<file path="src/rtl/div_unit_pkg.sv">
// Shared definitions for the multi-cycle DIV/DIVU unit: state encoding,
// iteration count and the divide-by-zero quotient.
package div_unit_pkg;

  typedef enum logic [1:0] {
    S_IDLE = 2'd0,
    S_ZERO = 2'd1,
    S_ON   = 2'd2,
    S_END  = 2'd3
  } div_state_e;

  localparam int          DIV_ITER      = 32;
  localparam int          CNT_W         = 6;
  localparam logic [31:0] ZERO_QUOT_DEF = 32'hFFFF_FFFF;

endpackage

</file>
<file path="src/rtl/div_unit_if.sv">
// EX-stage request/result bundle between the pipeline and the divider;
// the result half feeds the HI/LO register file write port.
interface div_unit_if #(
  parameter int WIDTH = 32
);

  logic             start;
  logic             signed_div;
  logic             cancel;
  logic [WIDTH-1:0] dividend;
  logic [WIDTH-1:0] divisor;
  logic             busy;
  logic             stallreq;
  logic             done;
  logic             hilo_we;
  logic [WIDTH-1:0] hi_wdata;
  logic [WIDTH-1:0] lo_wdata;

  modport master (
    output start, signed_div, cancel, dividend, divisor,
    input  busy, stallreq, done, hilo_we, hi_wdata, lo_wdata
  );

  modport slave (
    input  start, signed_div, cancel, dividend, divisor,
    output busy, stallreq, done, hilo_we, hi_wdata, lo_wdata
  );

endinterface

</file>
<file path="src/rtl/div_step.sv">
// One combinational restoring-division step on magnitudes: shift {rem, quot}
// left, trial-subtract the divisor, keep the difference when nothing borrows.
module div_step #(
  parameter int WIDTH = 32
) (
  input  logic [WIDTH-1:0] rem_i,
  input  logic [WIDTH-1:0] quot_i,
  input  logic [WIDTH-1:0] divisor_i,
  output logic [WIDTH-1:0] rem_o,
  output logic [WIDTH-1:0] quot_o
);

  // One extra bit: the shifted remainder can reach 2*divisor-1.
  logic [WIDTH:0] trial;
  logic [WIDTH:0] diff;

  always_comb begin
    trial = {rem_i, quot_i[WIDTH-1]};
    diff  = trial - {1'b0, divisor_i};
    if (!diff[WIDTH]) begin
      rem_o  = diff[WIDTH-1:0];
      quot_o = {quot_i[WIDTH-2:0], 1'b1};
    end else begin
      rem_o  = trial[WIDTH-1:0];
      quot_o = {quot_i[WIDTH-2:0], 1'b0};
    end
  end

endmodule

</file>
<file path="src/rtl/div_unit.sv">
// 32/32 restoring divider for DIV/DIVU: magnitudes are divided over 32 cycles,
// signs are restored in END, remainder -> HI and quotient -> LO.
module div_unit
  import div_unit_pkg::*;
#(
  parameter int               WIDTH     = 32,
  parameter logic [WIDTH-1:0] ZERO_QUOT = ZERO_QUOT_DEF
) (
  input  logic      clk,
  input  logic      rst,
  div_unit_if.slave bus
);

  div_state_e       state_q, state_d;
  logic [CNT_W-1:0] cnt_q, cnt_d;
  logic [WIDTH-1:0] rem_q, rem_d;
  logic [WIDTH-1:0] quot_q, quot_d;
  logic [WIDTH-1:0] dvs_q, dvs_d;
  logic             qneg_q, qneg_d;
  logic             rneg_q, rneg_d;
  logic [WIDTH-1:0] hi_q, hi_d;
  logic [WIDTH-1:0] lo_q, lo_d;

  logic [WIDTH-1:0] step_rem, step_quot;
  logic [WIDTH-1:0] rem_fix, quot_fix;
  logic             dvd_neg, dvs_neg, done_w;

  function automatic logic [WIDTH-1:0] cond_neg(input logic [WIDTH-1:0] x,
                                                input logic             en);
    logic signed [WIDTH-1:0] sx;
    sx = x;
    return en ? WIDTH'(-sx) : x;
  endfunction

  div_step #(.WIDTH(WIDTH)) u_step (
    .rem_i     (rem_q),
    .quot_i    (quot_q),
    .divisor_i (dvs_q),
    .rem_o     (step_rem),
    .quot_o    (step_quot)
  );

  assign dvd_neg  = bus.signed_div & bus.dividend[WIDTH-1];
  assign dvs_neg  = bus.signed_div & bus.divisor[WIDTH-1];
  assign rem_fix  = cond_neg(rem_q, rneg_q);
  assign quot_fix = cond_neg(quot_q, qneg_q);

  always_comb begin
    state_d = state_q;
    cnt_d   = cnt_q;
    rem_d   = rem_q;
    quot_d  = quot_q;
    dvs_d   = dvs_q;
    qneg_d  = qneg_q;
    rneg_d  = rneg_q;
    hi_d    = hi_q;
    lo_d    = lo_q;
    unique case (state_q)
      S_IDLE: begin
        if (bus.start && !bus.cancel) begin
          cnt_d = '0;
          if (bus.divisor == '0) begin
            // Results are staged so the END fix-up passes them through untouched.
            state_d = S_ZERO;
            rem_d   = bus.dividend;
            quot_d  = ZERO_QUOT;
            dvs_d   = bus.divisor;
            qneg_d  = 1'b0;
            rneg_d  = 1'b0;
          end else begin
            state_d = S_ON;
            rem_d   = '0;
            quot_d  = cond_neg(bus.dividend, dvd_neg);
            dvs_d   = cond_neg(bus.divisor, dvs_neg);
            qneg_d  = dvd_neg ^ dvs_neg;
            rneg_d  = dvd_neg;
          end
        end
      end
      S_ON: begin
        if (bus.cancel) begin
          state_d = S_IDLE;
        end else begin
          rem_d  = step_rem;
          quot_d = step_quot;
          cnt_d  = cnt_q + CNT_W'(1);
          if (cnt_q == CNT_W'(DIV_ITER - 1)) state_d = S_END;
        end
      end
      S_ZERO: state_d = bus.cancel ? S_IDLE : S_END;
      S_END: begin
        state_d = S_IDLE;
        if (!bus.cancel) begin
          hi_d = rem_fix;
          lo_d = quot_fix;
        end
      end
      default: state_d = S_IDLE;
    endcase
  end

  always_ff @(posedge clk) begin
    if (rst) begin
      state_q <= S_IDLE;
      cnt_q   <= '0;
      rem_q   <= '0;
      quot_q  <= '0;
      dvs_q   <= '0;
      qneg_q  <= 1'b0;
      rneg_q  <= 1'b0;
      hi_q    <= '0;
      lo_q    <= '0;
    end else begin
      state_q <= state_d;
      cnt_q   <= cnt_d;
      rem_q   <= rem_d;
      quot_q  <= quot_d;
      dvs_q   <= dvs_d;
      qneg_q  <= qneg_d;
      rneg_q  <= rneg_d;
      hi_q    <= hi_d;
      lo_q    <= lo_d;
    end
  end

  // The new result is presented during END itself so the write lines up with done.
  assign done_w       = (state_q == S_END) && !bus.cancel;
  assign bus.done     = done_w;
  assign bus.hilo_we  = done_w;
  assign bus.hi_wdata = done_w ? rem_fix  : hi_q;
  assign bus.lo_wdata = done_w ? quot_fix : lo_q;
  assign bus.busy     = (state_q != S_IDLE);
  assign bus.stallreq = ((state_q == S_IDLE) && bus.start && !bus.cancel) ||
                        (state_q == S_ON) || (state_q == S_ZERO);

endmodule

</file>
<file path="src/flat_wrapper.sv">
// flat-port wrapper written by rule: the top's interface ports become plain ports
module div_unit_flat import div_unit_pkg::*;
#(
  parameter int               WIDTH     = 32,
  parameter logic [WIDTH-1:0] ZERO_QUOT = ZERO_QUOT_DEF
)
  (clk, rst, bus_start, bus_signed_div, bus_cancel, bus_dividend, bus_divisor, bus_busy, bus_stallreq, bus_done, bus_hilo_we, bus_hi_wdata, bus_lo_wdata);
  div_unit_if #(.WIDTH(WIDTH)) bus_i ();
  input  logic clk;
  input  logic rst;
  input wire logic [$bits(bus_i.start)-1:0] bus_start;
  input wire logic [$bits(bus_i.signed_div)-1:0] bus_signed_div;
  input wire logic [$bits(bus_i.cancel)-1:0] bus_cancel;
  input wire logic [$bits(bus_i.dividend)-1:0] bus_dividend;
  input wire logic [$bits(bus_i.divisor)-1:0] bus_divisor;
  output wire logic [$bits(bus_i.busy)-1:0] bus_busy;
  output wire logic [$bits(bus_i.stallreq)-1:0] bus_stallreq;
  output wire logic [$bits(bus_i.done)-1:0] bus_done;
  output wire logic [$bits(bus_i.hilo_we)-1:0] bus_hilo_we;
  output wire logic [$bits(bus_i.hi_wdata)-1:0] bus_hi_wdata;
  output wire logic [$bits(bus_i.lo_wdata)-1:0] bus_lo_wdata;
  assign bus_i.start = bus_start;
  assign bus_i.signed_div = bus_signed_div;
  assign bus_i.cancel = bus_cancel;
  assign bus_i.dividend = bus_dividend;
  assign bus_i.divisor = bus_divisor;
  assign bus_busy = bus_i.busy;
  assign bus_stallreq = bus_i.stallreq;
  assign bus_done = bus_i.done;
  assign bus_hilo_we = bus_i.hilo_we;
  assign bus_hi_wdata = bus_i.hi_wdata;
  assign bus_lo_wdata = bus_i.lo_wdata;
  div_unit #(.WIDTH(WIDTH), .ZERO_QUOT(ZERO_QUOT)) u_core (.clk(clk), .rst(rst), .bus(bus_i));
endmodule
</file>
<file path="config.mk">
export PLATFORM = sky130hd
export DESIGN_NAME = div_unit_flat
export DESIGN_NICKNAME = d
export VERILOG_FILES = /design/src/rtl/div_unit_pkg.sv /design/src/rtl/div_unit_if.sv /design/src/rtl/div_step.sv /design/src/rtl/div_unit.sv /design/src/flat_wrapper.sv
export SDC_FILE = /design/constraint.sdc
export NUM_CORES = 1
export LEC_CHECK = 0
export CAP_MARGIN = 40
export CORE_MARGIN = 4
export CORE_UTILIZATION = 24
export CTS_CLUSTER_DIAMETER = 120
export DETAILED_ROUTE_END_ITERATION = 10
export SYNTH_ARGS = -nofsm -noshare
export SYNTH_HDL_FRONTEND = slang
export SYNTH_SLANG_ARGS = --single-unit
export TNS_END_PERCENT = 1
</file>
<file path="constraint.sdc">
create_clock -name clk -period 4.43 [get_ports clk]
set_input_delay 0.886 -clock clk [delete_from_list [all_inputs] [get_ports clk]]
set_output_delay 0.886 -clock clk [all_outputs]
set_load 0.02 [all_outputs]
</file>
Yosys cells after proc, flatten, opt, wreduce, memory -nomap -nowiden
Cells that the tools add are included.

word-level totals
  bits of input ports = 69
  word-level logic and storage cells = 69
  register bits after elaboration = 170

operators by class
  bitwise operators = 4
  multiplexer cells = 28
  eq/ne operators = 7
  reductions and logical operators = 15
  add/sub/neg operators = 6

operator list
  cell                                                 count
  2-to-1 mux 32 bit                                    14
  negator 32 bit                                       4
  case mux 32 bit (2 select lines)                     2
  subtractor 33 x 32 -> 33 bit                         1
  logical NOT 32 bit                                   1
  2-to-1 mux 6 bit                                     2
  case mux 6 bit (2 select lines)                      1
  2-to-1 mux 2 bit                                     5
  case mux 2 bit (4 select lines)                      1
  adder 6 x 1 -> 6 bit, second input constant          1
  equality test 6 x 5 -> 1 bit, second input constant  1
  AND reduction 2 bit                                  3
  equality test 2 bit, second input constant           2
  logical AND 1 bit                                    4
  nonzero test 2 bit                                   2
  2-to-1 mux 1 bit                                     3
  != test 3 x 2 -> 1 bit, second input constant        1
  AND reduction 3 bit                                  1
  AND 1 bit                                            2
  equality test 2 x 1 -> 1 bit, second input constant  1
  logical NOT 2 bit                                    1
  logical OR 1 bit                                     2
  != test 2 x 1 -> 1 bit, second input constant        1
  != test 2 bit, second input constant                 1
  other kinds (3)                                      3

Logic depth before layout (Yosys ltp)
  depth in word-level cells = 5
  gate-level depth with buffers = 12
  gate-level depth less buffers = 11

Hierarchy
From an unflattened synthesis, not the netlist that was laid out.

unflattened totals
  cell total of the unflattened synthesis = 1557
  area, all modules = 11895.2 um2

by module, submodules not included
  module    cells an instance  area each (um2)  instances
  div_unit  1215               9406.5           1
  div_step  342                2488.6           1

Least setup slack after synthesis
No wires, ideal clock.

  kind = register -> output
  start = register u_core.rem_q[10]
  end = output bus_hi_wdata[27]
  path slack = 0.859 ns
  path buffers = 0
  stages on the path, launching flop included = 7
  data required time = 3.544 ns
  arrival = 2.685 ns
  path through = dfxtp_1 -> or4_1 -> nor4_2 -> or4b_1 -> o31a_1 -> xnor2_1 -> o21ai_0

on the way
  cells in the longest elaborated chain, start to end = 3

RTL lines
  element                 line                text
  from (decl)             div_unit.sv:16      logic [WIDTH-1:0] rem_q, rem_d;
  from (signal assigned)  div_unit.sv:116     rem_q <= rem_d;
  negator 32 bit          div_unit.sv:32      return en ? WIDTH'(-sx) : x;
  2-to-1 mux 32 bit       div_unit.sv:32
  2-to-1 mux 32 bit       div_unit.sv:130     assign bus.hi_wdata = done_w ? rem_fix : hi_q;
  to (decl)               flat_wrapper.sv:20  output wire logic [$bits(bus_i.hi_wdata)-1:0] bus_hi_wdata;

Every way passes these cells.

Worst setup path in the final report
  start = register u_core.rem_q[10]
  end = output bus_hi_wdata[19]

The elaborated chain is that of the path after synthesis.

==> results.yml <==
worst_hold_path:
  holdCritPathClass: "reg2reg"
clock_network:
  numCtsBuffers: 17
  clkSinkCount: 170
  clock_latency_ns: 0.47
  cts_hold_buffers: 0
  cts_tree: "yes"
  h-tree-depth: 4
  clockBufferDepth: 2
  clockRootBuffer: "clkbuf_16"
  path_clk_slew_ns: 0.07
detailed_routing:
  viasPerCell: 5.05
  vias: 11296
  routedWlPerCell_um: 18.3
  drtAntennaViolNets: 0
  firstDrtPassIters: 5
  met2_length_um: 18700
  highest_layer: "met4"
  wirelength_met1_um: 18800
  wl_um: 40800
  drcViolationCount: 0
  drt_iter0_markers: 816
  dr_wl_met3_um: 2060
floorplan:
  rows: 79
  die_x_um: 227
  die_y_um: 227
  core_area_um2: 47000
  ioPinCount: 137
  fp.dieArea_um2: 51500
  start_util: 0.245
sta:
  fin_crit_sh: 0.975
  worst_pin_slew_ns: 0.826
  finClkSkew_ns: 0.0151
  hold_slack_ns: 0.470
  finalCriticalPeriod_ns: 4.32
  finalSetupTns_ns: 0
  max_clock_freq_mhz: 231
  hold_viol_final: 0
  setup_viol: 0
  slew_viol_final: 0
  slew_headroom: 0.449
  rsz0062_at_grt: "no"
synthesis:
  synth_cell_types: 72
  ys_top_cells_by_area: "dfxtp_1, xnor2_1, xor2_1"
  syn_area_um2: 11500
  synth_top_flop_cell: "dfxtp_1"
  postSynthNetCount: 1606
  yosysMostFrequentCell: "dfxtp_1"
  syn_inst: 1495
  yosysTopAreaCell: "dfxtp_1"
  syn_area_per_cell_um2: 7.70
  synth_top_area_frac: 0.296
  synth-edff-count: 0
  ys_seq_area_frac: 0.296
  ys_async_sr_fraction: 0
  synthTopCellsByCount: "dfxtp_1, nand2_1, nor2_1"
  ys_seq_elements: 170
  yosysWarnings: 0
job:
  drv_cap: 0
worst_setup_path:
  path_class: "reg2out"
  critPathBufInv: 2
  start_kind: "flop"
  cp_max_fo: 4
  cp-end-kind: "primary output"
  path_delay_family: "simple AND/OR/NAND/NOR gates"
  critical_path.cell_chain: "or4_1, nor4_2, or4b_1, buf_4, nand2_1, xor2_1, o21ai_0, clkdlybuf4s50_1"
  cp_slowest_cell: "clkdlybuf4s50_1"
  slowest_delay_ns: 0.67
  arrival_ns: 3.43
  required_ns: 3.54
placed_design:
  portBuffers: 136
  place.gp.congestion: 0.890
  place_area_um2: 13700
  post-dp-hpwl_um: 31900
final_layout:
  fin_util: 0.305
  final_nets: 1726
  finalInstanceArea_um2: 14300
  regArea_um2: 3400
  syn_to_final_growth_pct: 24.7
  fill_cells: 5021
  drive_gt1_frac: 0.0768
  multi_input_area_um2: 7450
global_route:
  grt_pass1_wl_um: 62700
  grt_pass1_vias: 10636
  grt_max_degree: 73
  grt_overflow: 0
  grt_use_total: 0.156
  grt_antenna_before_repair: 1
pwr:
  power_density_nw_per_um2: 523
  peakVddDrop_uv: 212
  p_leak_nw: 5.36
run_status:
  status: "complete, no violations"
stage by stage:
| stage | total power [W] | worst slack [ns] | cells |
|---|---|---|---|
| after CTS | 0.00752 | 0.0460 | 2235 |
| final | 0.00750 | 0.110 | 2236 |
| after global routing | 0.00804 | 0.00517 | 2235 |
| after global placement | 0.00584 | 0.278 | 2201 |
| after detailed placement | 0.00586 | 0.288 | 2203 |
| after floorplan | 0.00465 | 0.859 | 1495 |
worst reg2reg max path: cells and delay by family (launching register included):
kind	cells	cell delay, ns
buf+inv	2	0.35
fa+ha+maj	2	0.64
simple gates	2	0.29
flops	1	0.35
compound gates	6	1.95
power by group:
part	internal (W)	switching, W
clock network	0.000909	0.000723
registers	0.00172	0.000204
logic	0.00153	0.00242
total	0.00416	0.00334
flip-flops by register name, summed over array words and instances, names as in the netlist:
signal and flops:
u_core.rneg_q 1, u_core.hi_q 32, u_core.dvs_q 32, u_core.quot_q 32, u_core.cnt_q 6, u_core.state_q 2, u_core.qneg_q 1, u_core.lo_q 32
u_core.rem_q 32
layout by cell type, fill, tap and decap left out, types with 25 or more instances in the layout:
| master | instances |
|---|---|
| dfxtp_1 | 170 |
| nand2_1 | 140 |
| nor2_1 | 119 |
| clkdlybuf4s50_1 | 110 |
| a21oi_1 | 101 |
| o21ai_0 | 98 |
| inv_1 | 80 |
| xnor2_1 | 71 |
| xor2_1 | 70 |
| nor2b_1 | 69 |
| buf_4 | 58 |
| ha_1 | 40 |
| a211oi_1 | 35 |
| a22oi_1 | 30 |
| a221oi_1 | 28 |
| o31ai_1 | 26 |
| nor3_1 | 25 |
| nand3_1 | 25 |
cell type report:
class | instances | share of cell area
inverter | 80 | 0.0209
clock inverter | 15 | 0.0139
antenna | 1 | 0.000174
tap | 607 | 0.0530
multi-input combinational | 1149 | 0.519
timing repair buffer | 197 | 0.126
sequential | 170 | 0.237
clock buffer | 17 | 0.0297
cells by family (layout without fill, tap and decap cells):
family	Yosys count	in the layout	share of synthesized area
and+or+nand+nor	488	488	0.211
AOI/OAI and AO/OA	455	455	0.261
buffers and inverters	176	309	0.0587
DFF	170	170	0.296
xor gates and xnor gates	141	141	0.107
adders and majority gates	42	42	0.0463
muxes	23	23	0.0200
other	0	1	0
path summary, 6_finish.rpt:
path,from,to,slack (ns),cells after the start
max,u_core.rem_q[10]$_SDFFE_PP0P_,bus_hi_wdata[19],0.11,8
min,u_core.dvs_q[31]$_SDFFE_PP0P_,u_core.dvs_q[31]$_SDFFE_PP0P_,0.47,2
max reg2reg,u_core.quot_q[31]$_SDFFE_PP0P_,u_core.rem_q[1]$_SDFFE_PP0P_,0.77,12
min reg2reg,u_core.dvs_q[31]$_SDFFE_PP0P_,u_core.dvs_q[31]$_SDFFE_PP0P_,0.47,2
routing by layer:
layer  GRT usage  vias up
met2       0.251      314
met5           0        -
met1       0.213     5329
li1            -     5597
met3      0.0263       56
met4      0.0535        0
what timing repair did:
| item | CTS | global route |
|---|---|---|
| setup endpoints to repair | 22 | 15 |
| resized for setup | 22 | 13 |
| cloned | 0 | 0 |
| setup buffers | 0 | 0 |
| pin swaps | 0 | 0 |
No activity file was read; power rests on OpenSTA's default activity.
